### config.mk
export PLATFORM = sky130hd
export DESIGN_NAME = reg_view_sequencer_flat
export DESIGN_NICKNAME = d
export VERILOG_FILES = /design/src/rtl/reg_view_sequencer_if.sv /design/src/rtl/reg_view_sequencer.sv /design/src/flat_wrapper.sv
export SDC_FILE = /design/constraint.sdc
export NUM_CORES = 1
export LEC_CHECK = 0
export ABC_CLOCK_PERIOD_IN_PS = 8700
export CAP_MARGIN = 10
export CORE_ASPECT_RATIO = 1.2
export CORE_UTILIZATION = 29
export CTS_CLUSTER_SIZE = 8
export DETAILED_ROUTE_END_ITERATION = 10
export PLACE_DENSITY = 0.56
export SLEW_MARGIN = 20
export SYNTH_ARGS = -nofsm -noshare
export SYNTH_HDL_FRONTEND = slang
export SYNTH_SLANG_ARGS = --single-unit
### constraint.sdc
create_clock -name clk -period 8.7 [get_ports clk]
set_input_delay 1.74 -clock clk [delete_from_list [all_inputs] [get_ports clk]]
set_output_delay 1.74 -clock clk [all_outputs]
set_load 0.005 [all_outputs]
### src/rtl/reg_view_sequencer_if.sv
// Board-facing signal bundle for the register viewer: buttons, live CPU registers,
// and the digit-decoder drive outputs.
interface reg_view_sequencer_if;
    logic        btnNext;
    logic        btnPrev;
    logic        autoEn;
    logic [7:0]  regA;
    logic [7:0]  regF;
    logic [7:0]  regB;
    logic [7:0]  regC;
    logic [7:0]  regD;
    logic [7:0]  regE;
    logic [7:0]  regH;
    logic [7:0]  regL;
    logic [15:0] regSP;
    logic [15:0] regPC;
    logic [3:0]  nameCode1;
    logic [3:0]  nameCode0;
    logic        nameBlank1;
    logic [15:0] valueOut;
    logic        valueBlankHi;
    logic        dotOut;

    modport master (
        output btnNext, btnPrev, autoEn,
        output regA, regF, regB, regC, regD, regE, regH, regL, regSP, regPC,
        input  nameCode1, nameCode0, nameBlank1, valueOut, valueBlankHi, dotOut
    );

    modport slave (
        input  btnNext, btnPrev, autoEn,
        input  regA, regF, regB, regC, regD, regE, regH, regL, regSP, regPC,
        output nameCode1, nameCode0, nameBlank1, valueOut, valueBlankHi, dotOut
    );
endinterface

### src/rtl/reg_view_sequencer.sv
// Steps the six-digit register viewer through A..L, SP, PC on debounced buttons or
// auto-scroll, holding a periodically refreshed snapshot of the selected register.
module reg_view_sequencer #(
    parameter int DEBOUNCE_CYCLES = 500000,
    parameter int REFRESH_CYCLES  = 5000000,
    parameter int AUTO_REFRESHES  = 10
) (
    input  logic                 clk,
    input  logic                 reset,
    reg_view_sequencer_if.slave  view
);
    localparam int DB_W   = $clog2(DEBOUNCE_CYCLES);
    localparam int REF_W  = $clog2(REFRESH_CYCLES);
    localparam int AUTO_W = $clog2(AUTO_REFRESHES + 1);

    localparam logic [DB_W-1:0]   DB_LAST   = DB_W'(DEBOUNCE_CYCLES - 2);
    localparam logic [REF_W-1:0]  REF_LAST  = REF_W'(REFRESH_CYCLES - 1);
    localparam logic [AUTO_W-1:0] AUTO_LAST = AUTO_W'(AUTO_REFRESHES - 1);
    localparam logic [3:0]        PAGE_LAST = 4'd9;

    // Index 0 = next button, index 1 = prev button.
    logic [1:0]            btnRaw;
    logic [1:0]            sync0;
    logic [1:0]            sync1;
    logic [1:0]            stable;
    logic [1:0]            stableD;
    logic [1:0][DB_W-1:0]  dbCnt;
    logic                  nextP;
    logic                  prevP;

    logic [REF_W-1:0]      refreshCnt;
    logic                  refreshTick;
    logic [AUTO_W-1:0]     autoCnt;
    logic                  autoDue;
    logic                  clearAuto;

    logic [3:0]            page;
    logic [3:0]            pageNext;
    logic [3:0]            pageInc;
    logic [3:0]            pageDec;
    logic [15:0]           snapshot;
    logic [15:0]           selValue;
    logic                  heartbeat;

    logic [3:0]            nameHi;
    logic [3:0]            nameLo;
    logic                  narrowReg;

    assign btnRaw = {view.btnPrev, view.btnNext};

    // NOTE: sequential state uses non-blocking assignments so every register
    // samples the pre-edge values, independent of statement order.
    always_ff @(posedge clk) begin
        if (reset) begin
            sync0   <= '0;
            sync1   <= '0;
            stable  <= '0;
            stableD <= '0;
            dbCnt   <= '0;
        end else begin
            sync0   <= btnRaw;
            sync1   <= sync0;
            stableD <= stable;
            for (int i = 0; i < 2; i++) begin
                if (sync1[i] == stable[i]) begin
                    dbCnt[i] <= '0;
                end else if (dbCnt[i] == DB_LAST) begin
                    stable[i] <= sync1[i];
                    dbCnt[i]  <= '0;
                end else begin
                    dbCnt[i] <= dbCnt[i] + DB_W'(1);
                end
            end
        end
    end

    assign nextP = stable[0] & ~stableD[0];
    assign prevP = stable[1] & ~stableD[1];

    assign refreshTick = (refreshCnt == REF_LAST);
    assign autoDue     = view.autoEn && refreshTick && (autoCnt == AUTO_LAST);
    assign pageInc     = (page == PAGE_LAST) ? 4'd0 : page + 4'd1;
    assign pageDec     = (page == 4'd0) ? PAGE_LAST : page - 4'd1;

    // NOTE: every always_comb output gets a default first so no path can
    // leave it unassigned and infer a latch.
    always_comb begin
        pageNext  = page;
        clearAuto = 1'b0;
        if (nextP && prevP) begin
            clearAuto = 1'b1;
        end else if (nextP) begin
            pageNext  = pageInc;
            clearAuto = 1'b1;
        end else if (prevP) begin
            pageNext  = pageDec;
            clearAuto = 1'b1;
        end else if (autoDue) begin
            pageNext = pageInc;
        end
    end

    // Snapshot source follows the page being entered, so a tick that coincides
    // with a page change captures the new register.
    always_comb begin
        selValue = 16'h0000;
        case (pageNext)
            4'd0:    selValue = {8'h00, view.regA};
            4'd1:    selValue = {8'h00, view.regF};
            4'd2:    selValue = {8'h00, view.regB};
            4'd3:    selValue = {8'h00, view.regC};
            4'd4:    selValue = {8'h00, view.regD};
            4'd5:    selValue = {8'h00, view.regE};
            4'd6:    selValue = {8'h00, view.regH};
            4'd7:    selValue = {8'h00, view.regL};
            4'd8:    selValue = view.regSP;
            4'd9:    selValue = view.regPC;
            default: selValue = 16'h0000;
        endcase
    end

    always_ff @(posedge clk) begin
        if (reset) begin
            refreshCnt <= '0;
            autoCnt    <= '0;
            page       <= 4'd0;
            snapshot   <= 16'h0000;
            heartbeat  <= 1'b0;
        end else begin
            refreshCnt <= refreshTick ? '0 : refreshCnt + REF_W'(1);
            if (!view.autoEn || clearAuto || autoDue) begin
                autoCnt <= '0;
            end else if (refreshTick) begin
                autoCnt <= autoCnt + AUTO_W'(1);
            end
            page <= pageNext;
            if (refreshTick || (pageNext != page)) begin
                snapshot <= selValue;
            end
            if (!view.autoEn) begin
                heartbeat <= 1'b0;
            end else if (refreshTick) begin
                heartbeat <= ~heartbeat;
            end
        end
    end

    // Letter codes for pages 0-7 coincide with the page index.
    always_comb begin
        nameHi    = 4'd0;
        nameLo    = page;
        narrowReg = 1'b1;
        if (page == 4'd8) begin
            nameHi    = 4'd11;
            nameLo    = 4'd8;
            narrowReg = 1'b0;
        end else if (page == 4'd9) begin
            nameHi    = 4'd8;
            nameLo    = 4'd3;
            narrowReg = 1'b0;
        end
    end

    always_ff @(posedge clk) begin
        if (reset) begin
            view.nameCode1    <= 4'd0;
            view.nameCode0    <= 4'd0;
            view.nameBlank1   <= 1'b1;
            view.valueOut     <= 16'h0000;
            view.valueBlankHi <= 1'b1;
            view.dotOut       <= 1'b1;
        end else begin
            view.nameCode1    <= nameHi;
            view.nameCode0    <= nameLo;
            view.nameBlank1   <= narrowReg;
            view.valueOut     <= snapshot;
            view.valueBlankHi <= narrowReg;
            view.dotOut       <= ~heartbeat;
        end
    end
endmodule

### src/flat_wrapper.sv
// flat-port wrapper written by rule: the top's interface ports become plain ports
module reg_view_sequencer_flat 
#(
    parameter int DEBOUNCE_CYCLES = 500000,
    parameter int REFRESH_CYCLES  = 5000000,
    parameter int AUTO_REFRESHES  = 10
)
  (clk, reset, view_btnNext, view_btnPrev, view_autoEn, view_regA, view_regF, view_regB, view_regC, view_regD, view_regE, view_regH, view_regL, view_regSP, view_regPC, view_nameCode1, view_nameCode0, view_nameBlank1, view_valueOut, view_valueBlankHi, view_dotOut);
  reg_view_sequencer_if view_i ();
  input  logic clk;
  input  logic reset;
  input wire logic [$bits(view_i.btnNext)-1:0] view_btnNext;
  input wire logic [$bits(view_i.btnPrev)-1:0] view_btnPrev;
  input wire logic [$bits(view_i.autoEn)-1:0] view_autoEn;
  input wire logic [$bits(view_i.regA)-1:0] view_regA;
  input wire logic [$bits(view_i.regF)-1:0] view_regF;
  input wire logic [$bits(view_i.regB)-1:0] view_regB;
  input wire logic [$bits(view_i.regC)-1:0] view_regC;
  input wire logic [$bits(view_i.regD)-1:0] view_regD;
  input wire logic [$bits(view_i.regE)-1:0] view_regE;
  input wire logic [$bits(view_i.regH)-1:0] view_regH;
  input wire logic [$bits(view_i.regL)-1:0] view_regL;
  input wire logic [$bits(view_i.regSP)-1:0] view_regSP;
  input wire logic [$bits(view_i.regPC)-1:0] view_regPC;
  output wire logic [$bits(view_i.nameCode1)-1:0] view_nameCode1;
  output wire logic [$bits(view_i.nameCode0)-1:0] view_nameCode0;
  output wire logic [$bits(view_i.nameBlank1)-1:0] view_nameBlank1;
  output wire logic [$bits(view_i.valueOut)-1:0] view_valueOut;
  output wire logic [$bits(view_i.valueBlankHi)-1:0] view_valueBlankHi;
  output wire logic [$bits(view_i.dotOut)-1:0] view_dotOut;
  assign view_i.btnNext = view_btnNext;
  assign view_i.btnPrev = view_btnPrev;
  assign view_i.autoEn = view_autoEn;
  assign view_i.regA = view_regA;
  assign view_i.regF = view_regF;
  assign view_i.regB = view_regB;
  assign view_i.regC = view_regC;
  assign view_i.regD = view_regD;
  assign view_i.regE = view_regE;
  assign view_i.regH = view_regH;
  assign view_i.regL = view_regL;
  assign view_i.regSP = view_regSP;
  assign view_i.regPC = view_regPC;
  assign view_nameCode1 = view_i.nameCode1;
  assign view_nameCode0 = view_i.nameCode0;
  assign view_nameBlank1 = view_i.nameBlank1;
  assign view_valueOut = view_i.valueOut;
  assign view_valueBlankHi = view_i.valueBlankHi;
  assign view_dotOut = view_i.dotOut;
  reg_view_sequencer #(.DEBOUNCE_CYCLES(DEBOUNCE_CYCLES), .REFRESH_CYCLES(REFRESH_CYCLES), .AUTO_REFRESHES(AUTO_REFRESHES)) u_core (.clk(clk), .reset(reset), .view(view_i));
endmodule
# After elaboration in Yosys (flattened, before gate mapping)
# Cells that the tools add are included.
# op_classes
n_addsub,6
n_reduce_logical,18
bitwise,8
eq_ne,18
mux,16
# op_table
cell,count
$pmux 16 s10,1
$mux 4,10
$add 19x1->19 const B,2
$eq 19x19->1 const B,2
$add 23x1->23 const B,1
$eq 23x23->1 const B,1
$eq 4x4->1 const B,5
$eq 4x3->1 const B,4
$reduce_or 3->1,3
$add 4x1->4 const B,2
$eq 4x2->1 const B,2
$logic_not 4->1,2
$reduce_or 2->1,4
$not 1->1,6
$mux 1,5
$eq 4x1->1 const B,1
$ne 4x4->1,1
$reduce_and 2->1,2
$sub 4x1->4 const B,1
$logic_and 1x1->1,3
$logic_or 1x1->1,3
$and 1x1->1,2
$eq 1x1->1,2
$logic_not 1->1,1
# totals
reg_bits,120
wordCells,86
inputBits,101
out_inout_bits,27

# Longest topological paths before layout
# depth
word_depth,9
mapped_depth,13
ltp_nobuf,11

# Worst setup path before layout
# OpenSTA, ideal clock, no wires.
# synth_path
path_type,input -> register
startpoint,in view_autoEn
endpoint,reg u_core.snapshot[0]
arrival_time_ps,3650
path_buffers,1
slack_ps,4910
cell_stages,10
setup_ps,140
required_ps,8560
path_cell_list,nand4b_1 -> nor4_4 -> nand2_4 -> a311oi_2 -> and2_4 -> buf_6 -> mux2i_1 -> o2bb2ai_1 -> a2111oi_1 -> o32ai_1
# synth_between
elab_chain_len,8
word_cells_on_any_way,19
cone_classes,eq/ne (10); mux (5); reduce/logical (4)
# synth_rtl
element,line_no,source
"start, declared",flat_wrapper.sv:14,input wire logic [$bits(view_i.autoEn)-1:0] view_autoEn;
$logic_and 1x1->1 * (2 in series),reg_view_sequencer.sv:81,assign autoDue = view.autoEn && refreshTick && (autoCnt == AUTO_LAST);
$mux 4 *,reg_view_sequencer.sv:98,end else if (autoDue) begin
$mux 4 *,reg_view_sequencer.sv:95,end else if (prevP) begin
$mux 4 *,reg_view_sequencer.sv:92,end else if (nextP) begin
$mux 4 *,reg_view_sequencer.sv:90,if (nextP && prevP) begin
"$eq 4x4->1, or another cell as far along",reg_view_sequencer.sv:107,case (pageNext)
$pmux 16 s10 / $logic_or 1x1->1 (equally long branches),"reg_view_sequencer.sv:107, reg_view_sequencer.sv:137",
"end signal, assigned",reg_view_sequencer.sv:138,snapshot <= selValue;
"end, declared",reg_view_sequencer.sv:41,logic [15:0] snapshot;
# Every way passes the cells marked *; elsewhere a longest branch is shown, timed or not.
# A chain may end at the register's enable or synchronous reset.

# Final worst setup path
# layout_path
startpoint,in view_autoEn
endpoint,reg u_core.snapshot[6]
# The elaborated chain is that of the path after synthesis.

==> flow_metrics.env <==
export IMPL_path_max_fanout=14
export IMPL_die_w_um=129
export IMPL_finalHoldViolCount=0
export IMPL_drc=0
export IMPL_clock_latency_ps=410
export IMPL_rows=55
export IMPL_cts_root_buffer="clkbuf_16"
export IMPL_clockBufferDepth=2
export IMPL_postRouteAntennaNets=0
export IMPL_ys_ff_latch=118
export IMPL_finClkSkew_ps=10.6
export IMPL_reg2reg_depth=10
export IMPL_vias=4684
export IMPL_clock_fmax_ghz=0.218
export IMPL_cts_tree="yes"
export IMPL_synth_area_per_cell_um2=8.98
export IMPL_first_iter_violations=187
export IMPL_synth_top_family_by_area="simple AND/OR/NAND/NOR gates"
export IMPL_cp_startpoint="view_autoEn"
export IMPL_hold_end="u_core.view.dotOut$_SDFF_PP1_"
export IMPL_r2r_start="u_core.refreshCnt[12]$_SDFF_PP0_"
export IMPL_firstDrtPassIters=4
export IMPL_yosysUniqueCellTypes=67
export IMPL_synth_mux_area_fraction_pct=7.76
export IMPL_grt_pass1_vias=4802
export IMPL_fin_crit_ps=4580
export IMPL_clkTransAtPathRegs_ps=50
export IMPL_maxSlewHeadroom_pct=48.5
export IMPL_syn_inst=625
export IMPL_p_leak_nw=2.93
export IMPL_crit_path_end_kind="flop"
export IMPL_grt_antenna_before_repair=0
export IMPL_ir_drop_mv=0.139
export IMPL_finalNetCount=852
export IMPL_synthAdderAreaFrac_pct=1.56
export IMPL_gp_congestion=0.763
export IMPL_synth_nets=733
export IMPL_fin_hold_ws_ps=431
export IMPL_powerDensity_nw_per_um2=172
export IMPL_crit_required_ps=9050
export IMPL_htree_levels=4
export IMPL_fill_cells=1966
export IMPL_tns_ps=0
export IMPL_ys_flop_type="dfxtp_1"
export IMPL_synth_xor_area_share_pct=9.05
export IMPL_max_slew_worst_pin_slew_ps=771
export IMPL_grt_overflow=0
export IMPL_crit_type="input port to flop"
export IMPL_ys_warn_count=0
export IMPL_grt_usage_pct=14.9
export IMPL_die_area_um2=19900
export IMPL_async_reset_ff_share_pct=0
export IMPL_drv_slew=0
export IMPL_reg2reg_slack_ps=5020
export IMPL_placed_area_um2=7070
export IMPL_synthesis_area_um2=5610
export IMPL_yosys_area_share_simple_pct=25.7
export IMPL_hold_buffers=0
export IMPL_multi_input_comb_area_um2=3060
export IMPL_stdcell_area_um2=7610
export IMPL_synth_edf_count=0
export IMPL_hpwl_um=9830
export IMPL_drive_gt1_share_pct=7.01
export IMPL_regArea_um2=2360
export IMPL_setup_violations=0
export IMPL_coreArea_um2=18900
export IMPL_hp_class="flop to flop"
export IMPL_status="completed"
export IMPL_cts_sinks=118
export IMPL_synth_seq_area_share_pct=42.1
export IMPL_cp_arrival_ps=4930
export IMPL_grt_pass1_wl_um=23300
export IMPL_grt_max_degree=41
export IMPL_wirelength_um=13700
export IMPL_hold_start="u_core.heartbeat$_SDFFE_PP0N_"
export IMPL_cts_setup_buffers=0
export IMPL_wire_per_inst_um=13.6
export IMPL_fin_crit_sh_pct=52.7
export IMPL_viasPerCell=4.63
export IMPL_boundaryPins=128
export IMPL_start_util_pct=29.7
export IMPL_cts_made_buffers=17
export IMPL_rsz0062_at_grt="no"
export IMPL_fp_dieH_um=154
export IMPL_synth_compound_area_share_pct=10.3
export IMPL_cts_resized=0
export IMPL_syn2layout_area_growth_pct=35.6
export IMPL_min_delay_path_depth=1
export IMPL_r2r_end="u_core.snapshot[6]$_SDFFE_PP0P_"
export IMPL_io_buffer_count=126
export IMPL_cap_violations=0
export IMPL_cp_start_kind="input port"
export IMPL_antenna_cells=0
-- worst max-delay path, cell delays in order --
cell and delay (ps):
clkdlybuf4s50_1 500, nand4b_1 190, nor4_4 250, nand2_4 120, o211ai_2 670, buf_4 380, a21boi_2 310, nand2_1 210
o32a_1 340, o221ai_1 70, a22o_1 140
-- final cells by class --
| type | count | area share (%) |
|---|---|---|
| multi-input combinational | 466 | 40.2 |
| sequential | 118 | 31.0 |
| timing repair buffer | 129 | 16.9 |
| clock buffer | 22 | 6.10 |
| tap | 256 | 4.21 |
| clock inverter | 9 | 1.04 |
| inverter | 12 | 0.592 |
-- metrics by stage --
stage	instances	util [%]	worst slack, ps	power [W]
3_3_place_gp	981	37.4	3760	0.000674
4_1_cts	1012	40.2	4130	0.00133
2_1_floorplan	625	-	4910	0.000619
3_5_place_dp	981	37.4	3700	0.000674
6_report	1012	40.2	4120	0.00131
5_1_grt	1012	40.2	3900	0.00136
-- cell families after synthesis --
kind of cell	Yosys count
and+or+nand+nor	281
DFF	118
adders and majority gates	7
other	1
xor gates and xnor gates	58
buffers and inverters	41
AOI/OAI and AO/OA	77
muxes	42
-- worst max-delay path by stage --
stage                                            to  slack [ps]  depth (start not counted)
global route        u_core.snapshot[6]$_SDFFE_PP0P_        3900                         11
detailed placement  u_core.snapshot[6]$_SDFFE_PP0P_        3700                         11
finish              u_core.snapshot[6]$_SDFFE_PP0P_        4120                         11
global placement    u_core.snapshot[6]$_SDFFE_PP0P_        3760                         11
floorplan           u_core.snapshot[0]$_SDFFE_PP0P_        4910                         10
CTS                 u_core.snapshot[6]$_SDFFE_PP0P_        4130                         11
-- sequential cells by signal, indices dropped and copies added, names as in the netlist, 4 cells and up --
| name | count |
|---|---|
| u_core.dbCnt | 38 |
| u_core.refreshCnt | 23 |
| u_core.snapshot | 16 |
| u_core.view.valueOut | 16 |
| u_core.autoCnt | 4 |
| u_core.page | 4 |
| u_core.view.nameCode0 | 4 |
-- layer usage --
layer	vias up	track usage [%]	part of all wire [%]	wire length [µm]
li1	2414	-	-	-
met1	2146	17.6	45	6200
met2	108	24.2	47	6490
met3	16	5.43	5.4	747
met4	0	6.44	2.1	288
met5	-	0	0	0
-- layout by cell type, fill, tap and decap left out, types with 17 or more instances in the layout --
master           Yosys  layout
clkbuf_16            0      17
nor2_1              93      93
dfxtp_1            118     118
xor2_1              36      36
mux2i_1             36      36
nor2b_1             26      26
xnor2_1             22      22
clkdlybuf4s50_1      0     126
nand3_1             41      41
nand2_1             43      43
and3_1              20      20
-- report_power, final --
group / total (W) / switching, W / internal (W)
Sequential: 0.000548 / 0.00000360 / 0.000544
Clock: 0.000644 / 0.000241 / 0.000403
Combinational: 0.000114 / 0.0000455 / 0.0000688
-- synth_stat cells, drive strengths merged (3+ instances only) --
library cell,n,share of area [%]
o21ai,14,1.2
xnor2,22,3.4
and3,20,2.2
dfxtp,118,42
or2,3,0.33
nor3,10,0.89
xor2,36,5.6
clkbuf,20,1.3
a22o,3,0.47
nor4b,6,1.0
nand3,42,3.8
nor4,6,1.2
o2bb2ai,13,2.0
ha,7,1.6
o22ai,6,0.67
inv,12,0.80
or3,8,0.89
buf,9,1.3
o32a,4,0.94
and2,4,0.49
nand4,5,0.56
nor2,94,6.3
nand2b,4,0.45
a21oi,13,1.2
nand2,45,3.2
a22oi,3,0.40
nor2b,26,2.9
mux2,6,1.3
mux2i,36,6.4
(Power assumes the default switching activity.)
